[src/rtl/ov7670_pkg.sv]
// Shared types and constants for the OV7670 sensor emulator: timing FSM states,
// the RGB565 pixel type and the colour-bar palette.
package ov7670_pkg;

  typedef enum logic [2:0] {
    IDLE,
    VSYNC,
    VBACK,
    ACTIVE,
    VFRONT
  } state_t;

  typedef logic [15:0] rgb565_t;

  // White, yellow, cyan, green, magenta, red, blue, black
  localparam rgb565_t BAR_COLORS [8] = '{
    16'hFFFF, 16'hFFE0, 16'h07FF, 16'h07E0,
    16'hF81F, 16'hF800, 16'h001F, 16'h0000
  };

endpackage

[src/rtl/ov7670_sensor_emulator_if.sv]
// Pixel-port bundle between the emulated sensor (master) and the capture logic (slave).
interface ov7670_sensor_emulator_if;

  logic       enable;
  logic       patternSel;
  logic       pclk;
  logic       vsync;
  logic       href;
  logic [7:0] data;
  logic       frameStart;

  modport master (
    input  enable, patternSel,
    output pclk, vsync, href, data, frameStart
  );

  modport slave (
    output enable, patternSel,
    input  pclk, vsync, href, data, frameStart
  );

endinterface

[src/rtl/ov7670_pattern_gen.sv]
// Test-pattern source: colour bars from a bar-width counter and bar index, or a
// 16-bit pixel counter running continuously across the frame.
module ov7670_pattern_gen
  import ov7670_pkg::*;
#(
  parameter int H_ACTIVE = 320,
  parameter int COL_W    = $clog2(H_ACTIVE)
) (
  input  logic             clk,
  input  logic             reset,
  input  logic             tick,
  input  logic             frame_start,
  input  logic             active,
  input  logic             phase,
  input  logic             pattern_sel,
  input  logic [COL_W-1:0] col,
  output logic [7:0]       data
);

  localparam int               BAR_W    = H_ACTIVE / 8;
  localparam int               WW       = $clog2(BAR_W + 1);
  localparam logic [WW-1:0]    W_LAST   = WW'(BAR_W - 1);
  localparam logic [COL_W-1:0] COL_LAST = COL_W'(H_ACTIVE - 1);

  logic [WW-1:0] bar_w;
  logic [2:0]    bar_idx;
  rgb565_t       pix_cnt;
  rgb565_t       pixel;
  logic          low_done;

  assign low_done = tick && active && phase;

  // Both counters advance only once the low byte of a pixel has gone out.
  always_ff @(posedge clk or posedge reset) begin
    if (reset) begin
      bar_w   <= '0;
      bar_idx <= '0;
      pix_cnt <= '0;
    end else if (frame_start) begin
      bar_w   <= '0;
      bar_idx <= '0;
      pix_cnt <= '0;
    end else if (low_done) begin
      pix_cnt <= pix_cnt + 16'd1;
      if (col == COL_LAST) begin
        bar_w   <= '0;
        bar_idx <= '0;
      end else if (bar_w == W_LAST) begin
        bar_w   <= '0;
        bar_idx <= bar_idx + 3'd1;
      end else begin
        bar_w <= bar_w + WW'(1);
      end
    end
  end

  always_comb begin
    pixel = pattern_sel ? pix_cnt : BAR_COLORS[bar_idx];
    data  = 8'h00;
    if (active) data = phase ? pixel[7:0] : pixel[15:8];
  end

endmodule

[src/rtl/ov7670_sensor_emulator.sv]
// OV7670 pixel-port emulator: pclk at clk/2, frame timing FSM and line/byte counters,
// with all outputs changing only on the clk edge that drives pclk low.
module ov7670_sensor_emulator
  import ov7670_pkg::*;
#(
  parameter int H_ACTIVE = 320,
  parameter int H_BLANK  = 144,
  parameter int V_SYNC   = 3,
  parameter int V_BACK   = 17,
  parameter int V_ACTIVE = 240,
  parameter int V_FRONT  = 10
) (
  input logic                      clk,
  input logic                      reset,
  ov7670_sensor_emulator_if.master cam
);

  localparam int LINE = 2 * H_ACTIVE + H_BLANK;
  localparam int BW   = $clog2(LINE);
  localparam int LW   = $clog2(V_SYNC + V_BACK + V_ACTIVE + V_FRONT + 1);
  localparam int CW   = $clog2(H_ACTIVE);

  localparam logic [BW-1:0] BYTE_LAST  = BW'(LINE - 1);
  localparam logic [BW-1:0] ACT_BYTES  = BW'(2 * H_ACTIVE);
  localparam logic [LW-1:0] SYNC_LAST  = LW'(V_SYNC - 1);
  localparam logic [LW-1:0] BACK_LAST  = LW'(V_BACK - 1);
  localparam logic [LW-1:0] ACT_LAST   = LW'(V_ACTIVE - 1);
  localparam logic [LW-1:0] FRONT_LAST = LW'(V_FRONT - 1);

  state_t        state, state_next;
  logic [BW-1:0] byte_cnt;
  logic [LW-1:0] line_cnt;
  logic          pclk_q, tick, line_end, frame_begin;
  logic          pattern_q, fs_q;
  logic          vsync_c, href_c;
  logic [7:0]    pattern_data;

  // A tick is the clk edge where pclk falls; every piece of state moves only then.
  assign tick        = pclk_q;
  assign line_end    = (byte_cnt == BYTE_LAST);
  assign frame_begin = tick && (state_next == VSYNC) && (state != VSYNC);

  always_ff @(posedge clk or posedge reset) begin
    if (reset) begin
      state    <= IDLE;
      byte_cnt <= '0;
      line_cnt <= '0;
    end else if (tick) begin
      state <= state_next;
      if (state == IDLE || line_end) byte_cnt <= '0;
      else                           byte_cnt <= byte_cnt + BW'(1);
      if (state_next != state) line_cnt <= '0;
      else if (line_end)       line_cnt <= line_cnt + LW'(1);
    end
  end

  // Empty back/front porches are skipped rather than held for a line.
  always_comb begin
    state_next = state;
    if (tick) begin
      case (state)
        IDLE:    if (cam.enable) state_next = VSYNC;
        VSYNC:   if (line_end && line_cnt == SYNC_LAST)
                   state_next = (V_BACK > 0) ? VBACK : ACTIVE;
        VBACK:   if (line_end && line_cnt == BACK_LAST) state_next = ACTIVE;
        ACTIVE:  if (line_end && line_cnt == ACT_LAST)
                   state_next = (V_FRONT > 0) ? VFRONT : (cam.enable ? VSYNC : IDLE);
        VFRONT:  if (line_end && line_cnt == FRONT_LAST)
                   state_next = cam.enable ? VSYNC : IDLE;
        default: state_next = IDLE;
      endcase
    end
  end

  always_comb begin
    vsync_c = (state == VSYNC);
    href_c  = (state == ACTIVE) && (byte_cnt < ACT_BYTES);
  end

  // The pattern choice is frozen for the whole frame at the vsync rise.
  always_ff @(posedge clk or posedge reset) begin
    if (reset) begin
      pclk_q    <= 1'b0;
      fs_q      <= 1'b0;
      pattern_q <= 1'b0;
    end else begin
      pclk_q <= ~pclk_q;
      fs_q   <= frame_begin;
      if (frame_begin) pattern_q <= cam.patternSel;
    end
  end

  ov7670_pattern_gen #(.H_ACTIVE(H_ACTIVE)) u_pattern (
    .clk        (clk),
    .reset      (reset),
    .tick       (tick),
    .frame_start(frame_begin),
    .active     (href_c),
    .phase      (byte_cnt[0]),
    .pattern_sel(pattern_q),
    .col        (byte_cnt[CW:1]),
    .data       (pattern_data)
  );

  assign cam.pclk       = pclk_q;
  assign cam.vsync      = vsync_c;
  assign cam.href       = href_c;
  assign cam.data       = pattern_data;
  assign cam.frameStart = fs_q;

endmodule

[src/flat_wrapper.sv]
// flat-port wrapper written by rule: the top's interface ports become plain ports
module ov7670_sensor_emulator_flat import ov7670_pkg::*;
#(
  parameter int H_ACTIVE = 320,
  parameter int H_BLANK  = 144,
  parameter int V_SYNC   = 3,
  parameter int V_BACK   = 17,
  parameter int V_ACTIVE = 240,
  parameter int V_FRONT  = 10
)
  (clk, reset, cam_enable, cam_patternSel, cam_pclk, cam_vsync, cam_href, cam_data, cam_frameStart);
  ov7670_sensor_emulator_if cam_i ();
  input logic clk;
  input logic reset;
  input wire logic [$bits(cam_i.enable)-1:0] cam_enable;
  input wire logic [$bits(cam_i.patternSel)-1:0] cam_patternSel;
  output wire logic [$bits(cam_i.pclk)-1:0] cam_pclk;
  output wire logic [$bits(cam_i.vsync)-1:0] cam_vsync;
  output wire logic [$bits(cam_i.href)-1:0] cam_href;
  output wire logic [$bits(cam_i.data)-1:0] cam_data;
  output wire logic [$bits(cam_i.frameStart)-1:0] cam_frameStart;
  assign cam_i.enable = cam_enable;
  assign cam_i.patternSel = cam_patternSel;
  assign cam_pclk = cam_i.pclk;
  assign cam_vsync = cam_i.vsync;
  assign cam_href = cam_i.href;
  assign cam_data = cam_i.data;
  assign cam_frameStart = cam_i.frameStart;
  ov7670_sensor_emulator #(.H_ACTIVE(H_ACTIVE), .H_BLANK(H_BLANK), .V_SYNC(V_SYNC), .V_BACK(V_BACK), .V_ACTIVE(V_ACTIVE), .V_FRONT(V_FRONT)) u_core (.clk(clk), .reset(reset), .cam(cam_i));
endmodule
[config.mk]
export PLATFORM = sky130hd
export DESIGN_NAME = ov7670_sensor_emulator_flat
export DESIGN_NICKNAME = d
export VERILOG_FILES = /design/src/rtl/ov7670_pkg.sv /design/src/rtl/ov7670_sensor_emulator_if.sv /design/src/rtl/ov7670_pattern_gen.sv /design/src/rtl/ov7670_sensor_emulator.sv /design/src/flat_wrapper.sv
export SDC_FILE = /design/constraint.sdc
export NUM_CORES = 1
export LEC_CHECK = 0
export CAP_MARGIN = 30
export CELL_PAD_IN_SITES_DETAIL_PLACEMENT = 1
export CELL_PAD_IN_SITES_GLOBAL_PLACEMENT = 2
export CORE_ASPECT_RATIO = 0.9
export CORE_MARGIN = 1
export CORE_UTILIZATION = 37
export CTS_CLUSTER_SIZE = 14
export DETAILED_ROUTE_END_ITERATION = 10
export HOLD_SLACK_MARGIN = 0.08
export MAX_ROUTING_LAYER = met4
export PLACE_DENSITY = 0.8
export SLEW_MARGIN = 20
export SYNTH_ARGS = -nofsm -noshare
export SYNTH_HDL_FRONTEND = slang
export SYNTH_SLANG_ARGS = --single-unit
[constraint.sdc]
create_clock -name clk -period 2.94 [get_ports clk]
set_input_delay 0.294 -clock clk [delete_from_list [all_inputs] [get_ports clk]]
set_output_delay 0.294 -clock clk [all_outputs]
set_load 0.02 [all_outputs]
==> qor.yml, run 1 <==
die:
  design.die.area_um2: 8768
  coreArea_um2: 8107
  rows: 31
  ioPinCount: 16
  initial_core_util_pct: 38.32
  die_h_um: 88.93
  die_w_um: 98.59
worst_setup_path:
  path_max_fanout: 10
  crit_arrival_ps: 2460
  start_kind: "register"
  reg2reg_from: "u_core.byte_cnt[0]"
  required_ps: 2650
  endpoint_kind: "primary output"
  rrSetupSlack_ps: 320
  reg2reg_to: "u_core.line_cnt[1]"
  crit_type: "reg -> out"
  rr_worst_depth: 7
timing:
  slew_headroom_pct: 39.22
  final.setup.tns_ps: 0
  max_freq_ghz: 0.3631
  hold_viol: 0
  rsz0062_at_grt: "false"
  setup_viol_count_final: 0
  period_minus_slack_ps: 2754
  slew_viol_final: 0
  tightest_slew_ps: 903.9
  clock_skew_ps: 8.872
  post-route-period-util_pct: 93.67
cells_and_area:
  num-fill-cells: 967
  n_antenna_cell: 0
  nNetsFinal: 385
  drive_above_1_share_pct: 8.579
  final_cells: 472
  area_delta_synth_final_pct: 12.97
detailed_routing:
  dr.pass1.iters: 4
  via_per_inst: 5.864
  ant_nets: 0
  wl_per_cell_um: 18.04
  wl_um: 8515
  drt-initial-drc-count: 74
  drc: 0
  num_vias: 2768
clock_network:
  insertion_delay_ps: 300
  ctsResizeCount: 0
  postCtsSetupBuffers: 0
  cts_max_level: 2
  max-clock-path-buffers: 2
  cts-root-buf: "clkbuf_8"
  cts_hold_buffers: 0
  numClockSinks: 50
  clkTransAtPathRegs_ps: 90
  numCtsBuffers: 5
  cts_tree: "yes"
synthesis:
  synth-seq-area-share_pct: 40.27
  yosys_register_bits: 50
  syn_avg_cell_area_um2: 8.751
  ys_types: 60
  synth.area.top_cells: "dfrtp_1 40%, nor2_1 5.1%, a21oi_1 4.0%, nand2_1 4.0%, ha_1 3.2%"
  ys.flop_type: "dfrtp_1"
  yosys.area.top_type: "dfrtp_1"
  ys.warnings.count: 0
  syn_area_um2: 3107
  synth_nets: 367
  synthCells: 355
  ys_async_sr_fraction_pct: 100.0
  synth_enable_flop_cells: 0
  yosys.area.top_type_share_pct: 40.27
power_and_ir_drop:
  leakage_nw: 1.328
  vdd_drop_max_mv: 0.2094
  powerDensity_nw_per_um2: 343.4
global_route:
  gr-total-overflow: 0
  antenna_found_initial: 0
  track_usage_pct: 20.87
  grt_pass1_vias: 2749
  grt_max_degree: 24
  grt_pass1_wl_um: 13970
placement:
  port-buffer-count: 15
  place_congestion: 0.7764
  placed_cells: 465
  post-dp-hpwl_um: 6282
hold_path:
  hp-class: "in -> async"
run_status:
  status: "complete, no violations"
run:
  drv_cap: 0
synthesized netlist by cell type (3+ instances only):
cell,number
a21oi_1,25
a22oi_1,10
a31oi_1,4
and2_1,3
and4_1,3
clkbuf_1,10
dfrtp_1,50
ha_1,8
inv_1,11
mux2i_1,4
nand2_1,33
nand2b_1,4
nand3_1,18
nand4_1,11
nand4b_1,3
nor2_1,42
nor2b_1,4
nor3_1,8
nor4_1,4
o21ai_0,18
o2bb2ai_1,5
o31ai_1,6
or4_1,3
xnor2_1,7
xor2_1,11
report_power, final:
group          internal [mW]  switching [mW]  total (mW)
Clock                  0.273           0.225       0.497
Combinational        0.00565          0.0153      0.0210
Sequential             0.687               0       0.687
Total                  0.965           0.240        1.21
how the worst max path moves through the flow:
stage / start / to / slack, ps / cells past startpoint
6_report: u_core.byte_cnt[0] / cam_data[1] / 190 / 4
5_1_grt: u_core.byte_cnt[0] / cam_data[0] / 60 / 4
4_1_cts: u_core.byte_cnt[0] / cam_data[1] / 180 / 4
3_5_place_dp: u_core.byte_cnt[0] / u_core.line_cnt[5] / 360 / 7
3_3_place_gp: u_core.byte_cnt[0] / u_core.u_pattern.bar_w[1] / 490 / 8
2_1_floorplan: u_core.line_cnt[2] / u_core.pattern_q / 620 / 6
through the flow:
stage                     instance area (µm²)  worst slack [ps]  hold slack [ps]  total power, mW  util [%]
final                                    3510             186.2            268.8            1.205     43.29
after global routing                     3510             59.76            308.3            1.255     43.29
after CTS                                3510             176.6            267.6            1.234     43.29
after detailed placement                 3397             356.4            514.2           0.7229     41.90
after global placement                   3397             487.9            513.8           0.7228     41.90
after floorplan                          3107             619.2            428.7           0.7113         -
flip-flops by register name, indices dropped and copies added (netlist names):
name / count
u_core.byte_cnt: 10
u_core.cam.frameStart: 1
u_core.cam.pclk: 1
u_core.line_cnt: 9
u_core.pattern_q: 1
u_core.state: 3
u_core.u_pattern.bar_idx: 3
u_core.u_pattern.bar_w: 6
u_core.u_pattern.pix_cnt: 16
kinds of logic (layout without fill, tap and decap cells):
kind of cell / count (synthesis) / after routing / share of synthesized area, %
XOR/XNOR: 18 / 18 / 5.074
adder cells (fa/ha/maj): 9 / 9 / 3.544
multiplexers: 7 / 7 / 2.376
flip-flops: 50 / 50 / 40.27
AND/OR/NAND/NOR: 155 / 155 / 26.46
buffers and inverters: 26 / 44 / 3.463
AO/OA/AOI/OAI: 90 / 90 / 18.81
worst max-delay path: stages, from the launching register on:
cell and delay (ps):
dfrtp_1 520, a21boi_1 520, o21ai_0 300, a21oi_1 190
clkdlybuf4s50_1 620
routing by layer:
layer | share of wire [%] | vias to the layer above | GRT usage [%]
li1 | - | 1332 | -
met4 | 1.5 | 0 | 4.885
met3 | 2.9 | 8 | 3.127
met5 | 0 | - | -
met1 | 46 | 1385 | 26.50
met2 | 49 | 43 | 35.60
final cells by class:
class / instances / area [µm²] / area share (%)
Clock inverter: 1 / 30.03 / 0.8556
Timing Repair Buffer: 26 / 232.7 / 6.631
Inverter: 11 / 41.29 / 1.176
Clock buffer: 6 / 82.58 / 2.353
Sequential cell: 50 / 1251 / 35.65
Tap cell: 99 / 123.9 / 3.529
Multi-Input combinational cell: 279 / 1748 / 49.80
cells in the final DEF, fill, tap and decap left out, types with 3 or more instances in the layout:
cell type        Yosys  layout
dfrtp_1             50      50
nor2_1              42      42
nand2_1             33      33
a21oi_1             25      25
nand3_1             18      18
o21ai_0             18      18
clkdlybuf4s50_1      0      15
nand4_1             11      11
xor2_1              11      11
buf_4                2      11
inv_1               11      10
a22oi_1             10      10
nor3_1               8       8
ha_1                 8       8
xnor2_1              7       7
o31ai_1              6       6
clkbuf_8             0       6
o2bb2ai_1            5       5
nand2b_1             4       4
a31oi_1              4       4
nor4_1               4       4
nor2b_1              4       4
mux2i_1              4       4
nand4b_1             3       3
or4_1                3       3
and2_1               3       3
and4_1               3       3
No activity file was read; power rests on OpenSTA's default activity.
==> run 2: changes to the inputs <==
ABC_AREA = 1   (was not set)
CORE_UTILIZATION = 35   (was 37)
==> qor.yml, run 2 <==
timing:
  post-route-period-util_pct: 93.99
  setup_viol_count_final: 0
  period_minus_slack_ps: 2763
  clock_skew_ps: 10.01
  tightest_slew_ps: 670.9
  max_freq_ghz: 0.3619
  slew_viol_final: 0
  final.setup.tns_ps: 0
  setup_slack_ps: 176.7
  hold_slack_ps: 491.4
  slew_headroom_pct: 55.27
  hold_viol: 0
  rsz0062_at_grt: "false"
die:
  coreArea_um2: 9249
  ioPinCount: 16
  initial_core_util_pct: 36.43
  die_h_um: 95.09
  design.die.area_um2: 10020
  die_w_um: 105.4
  rows: 33
power_and_ir_drop:
  power_switching_mw: 0.2470
  pwr-share-clk_pct: 37.0
  p_int_mw: 0.8741
  powerDensity_nw_per_um2: 301.5
  combPwrFrac_pct: 1.7
  power_mw: 1.121
  seq_power_share_pct: 61.3
  power.share.switching_pct: 22.03
  vdd_drop_max_mv: 0.1667
  leakage_nw: 1.837
global_route:
  grt_max_degree: 51
  grt_pass1_wl_um: 15710
  track_usage_pct: 20.58
  grt_pass1_vias: 3098
  gr-total-overflow: 0
  antenna_found_initial: 0
cells_and_area:
  area_delta_synth_final_pct: 10.36
  nNetsFinal: 493
  layout_common_cells: "106 x nand2_1, 72 x inv_1, 50 x dfrtp_1, 41 x nand3_1, 38 x nor2_1"
  num-fill-cells: 1172
  fin_area_um2: 3719
  n_antenna_cell: 0
  final_common_cell: "nand2_1"
  top_regs: "u_core.u_pattern.pix_cnt (16), u_core.byte_cnt (10), u_core.line_cnt (9)"
  largest_register_ffs: 16
  max_flop_register: "u_core.u_pattern.pix_cnt"
  ff_latch_area_um2: 1251
  drive_above_1_share_pct: 8.125
  multi_input_area_um2: 1767
clock_network:
  postCtsSetupBuffers: 0
  cts-root-buf: "clkbuf_8"
  ctsResizeCount: 0
  insertion_delay_ps: 300
  cts_max_level: 2
  max-clock-path-buffers: 2
  numClockSinks: 50
  clkTransAtPathRegs_ps: 100
  cts_hold_buffers: 0
  cts_tree: "yes"
  numCtsBuffers: 5
synthesis:
  synth_enable_flop_cells: 0
  syn_avg_cell_area_um2: 7.231
  ys_types: 33
  ys.flop_type: "dfrtp_1"
  ys_async_sr_fraction_pct: 100.0
  synth_nets: 478
  synthCells: 466
  ys.warnings.count: 0
  syn_area_um2: 3369
  yosys.area.top_type: "dfrtp_1"
  yosysMostFrequentCell: "nand2_1"
  yosys.area.top_type_share_pct: 37.13
  yosys_register_bits: 50
  synth.area.top_cells: "dfrtp_1 37%, nand2_1 12%, inv_1 8.1%, nand3_1 6.1%, nor2_1 4.2%"
  synth_common_cells: "106 x nand2_1, 73 x inv_1, 50 x dfrtp_1"
  synth-seq-area-share_pct: 37.13
worst_setup_path:
  required_ps: 2650
  path_max_fanout: 8
  cp_common_cell: "inv_1"
  cpPeakStageDelay_ps: 660
  endpoint_kind: "primary output"
  crit_type: "reg -> out"
  path_cells: "inv_2, nand2_1, nor2_1, inv_1, a21oi_2, inv_1, a21oi_1, clkdlybuf4s50_1"
  crit_arrival_ps: 2470
  slowest_stage: "clkdlybuf4s50_1"
  start_kind: "register"
placement:
  dpl-instance-area_um2: 3636
  dp_slack_ps: 369.0
  place_congestion: 0.8383
  port-buffer-count: 15
  post-dp-hpwl_um: 6928
detailed_routing:
  wl_um: 9111
  drc: 0
  drt-initial-drc-count: 114
  dr.pass1.iters: 4
  ant_nets: 0
  via_per_inst: 5.061
  num_vias: 3047
  wl_per_cell_um: 15.13
run_status:
  status: "complete, no violations"
hold_path:
  hp-class: "in -> async"
run:
  drv_cap: 0
==> run 2: power groups by stage <==
stage	registers, mW	clock network, mW	logic [mW]
6_report	0.687	0.415	0.0196
5_1_grt	0.687	0.448	0.0235
4_1_cts	0.687	0.431	0.0211
3_5_place_dp	0.701	0	0.0211
3_3_place_gp	0.701	0	0.0206
2_1_floorplan	0.701	0	0.0103
==> run 2: cell type report <==
| type | count | share of cell area, % |
|---|---|---|
| repair buffers | 18 | 4.643 |
| flip-flops and latches | 50 | 33.65 |
| well taps | 122 | 4.105 |
| inverters | 78 | 7.873 |
| multi-input cells | 328 | 47.51 |
| clock buffers | 6 | 2.221 |
==> run 2: cells by family after synthesis <==
| kind of cell | count (synthesis) | synth area share (%) |
|---|---|---|
| AOI/OAI and AO/OA | 54 | 9.878 |
| xor gates and xnor gates | 16 | 4.159 |
| buffers and inverters | 88 | 10.43 |
| DFF | 50 | 37.13 |
| and+or+nand+nor | 250 | 35.43 |
| adders and majority gates | 8 | 2.971 |
==> run 2: metrics by stage <==
stage / instances / utilization [%]
5_1_grt: 602 / 40.21
6_report: 602 / 40.21
3_5_place_dp: 596 / 39.31
2_1_floorplan: 466 / -
4_1_cts: 602 / 40.21
3_3_place_gp: 596 / 39.31
==> run 2: per-layer routing <==
layer / wire length [µm] / up-vias / track usage, %
met5: 0 / - / -
met4: 88 / 0 / 3.756
met3: 198 / 6 / 2.734
met2: 4052 / 19 / 31.74
met1: 4772 / 1482 / 29.13
li1: - / 1540 / -
==> run 2: worst max-delay path, delay by kind of cell (launching register included) <==
kind                   cells  cell delay, ps
AOI/OAI and AO/OA          2             450
buffers and inverters      4            1020
DFF                        1             470
and+or+nand+nor            2             220
==> run 2: path summary, 6_finish.rpt <==
check                                         from                     endpoint  slack [ps]  cells past startpoint
min in group clk                u_core.byte_cnt[7]           u_core.byte_cnt[8]         530                      1
worst min-delay path                         reset    u_core.u_pattern.bar_w[4]         490                      3
worst min register to register  u_core.byte_cnt[7]           u_core.byte_cnt[8]         530                      1
worst max-delay path               u_core.state[2]                  cam_data[2]         180                      8
worst max register to register  u_core.byte_cnt[0]  u_core.u_pattern.bar_idx[1]         380                     14
max in group asynchronous                    reset           u_core.byte_cnt[1]        2010                      3
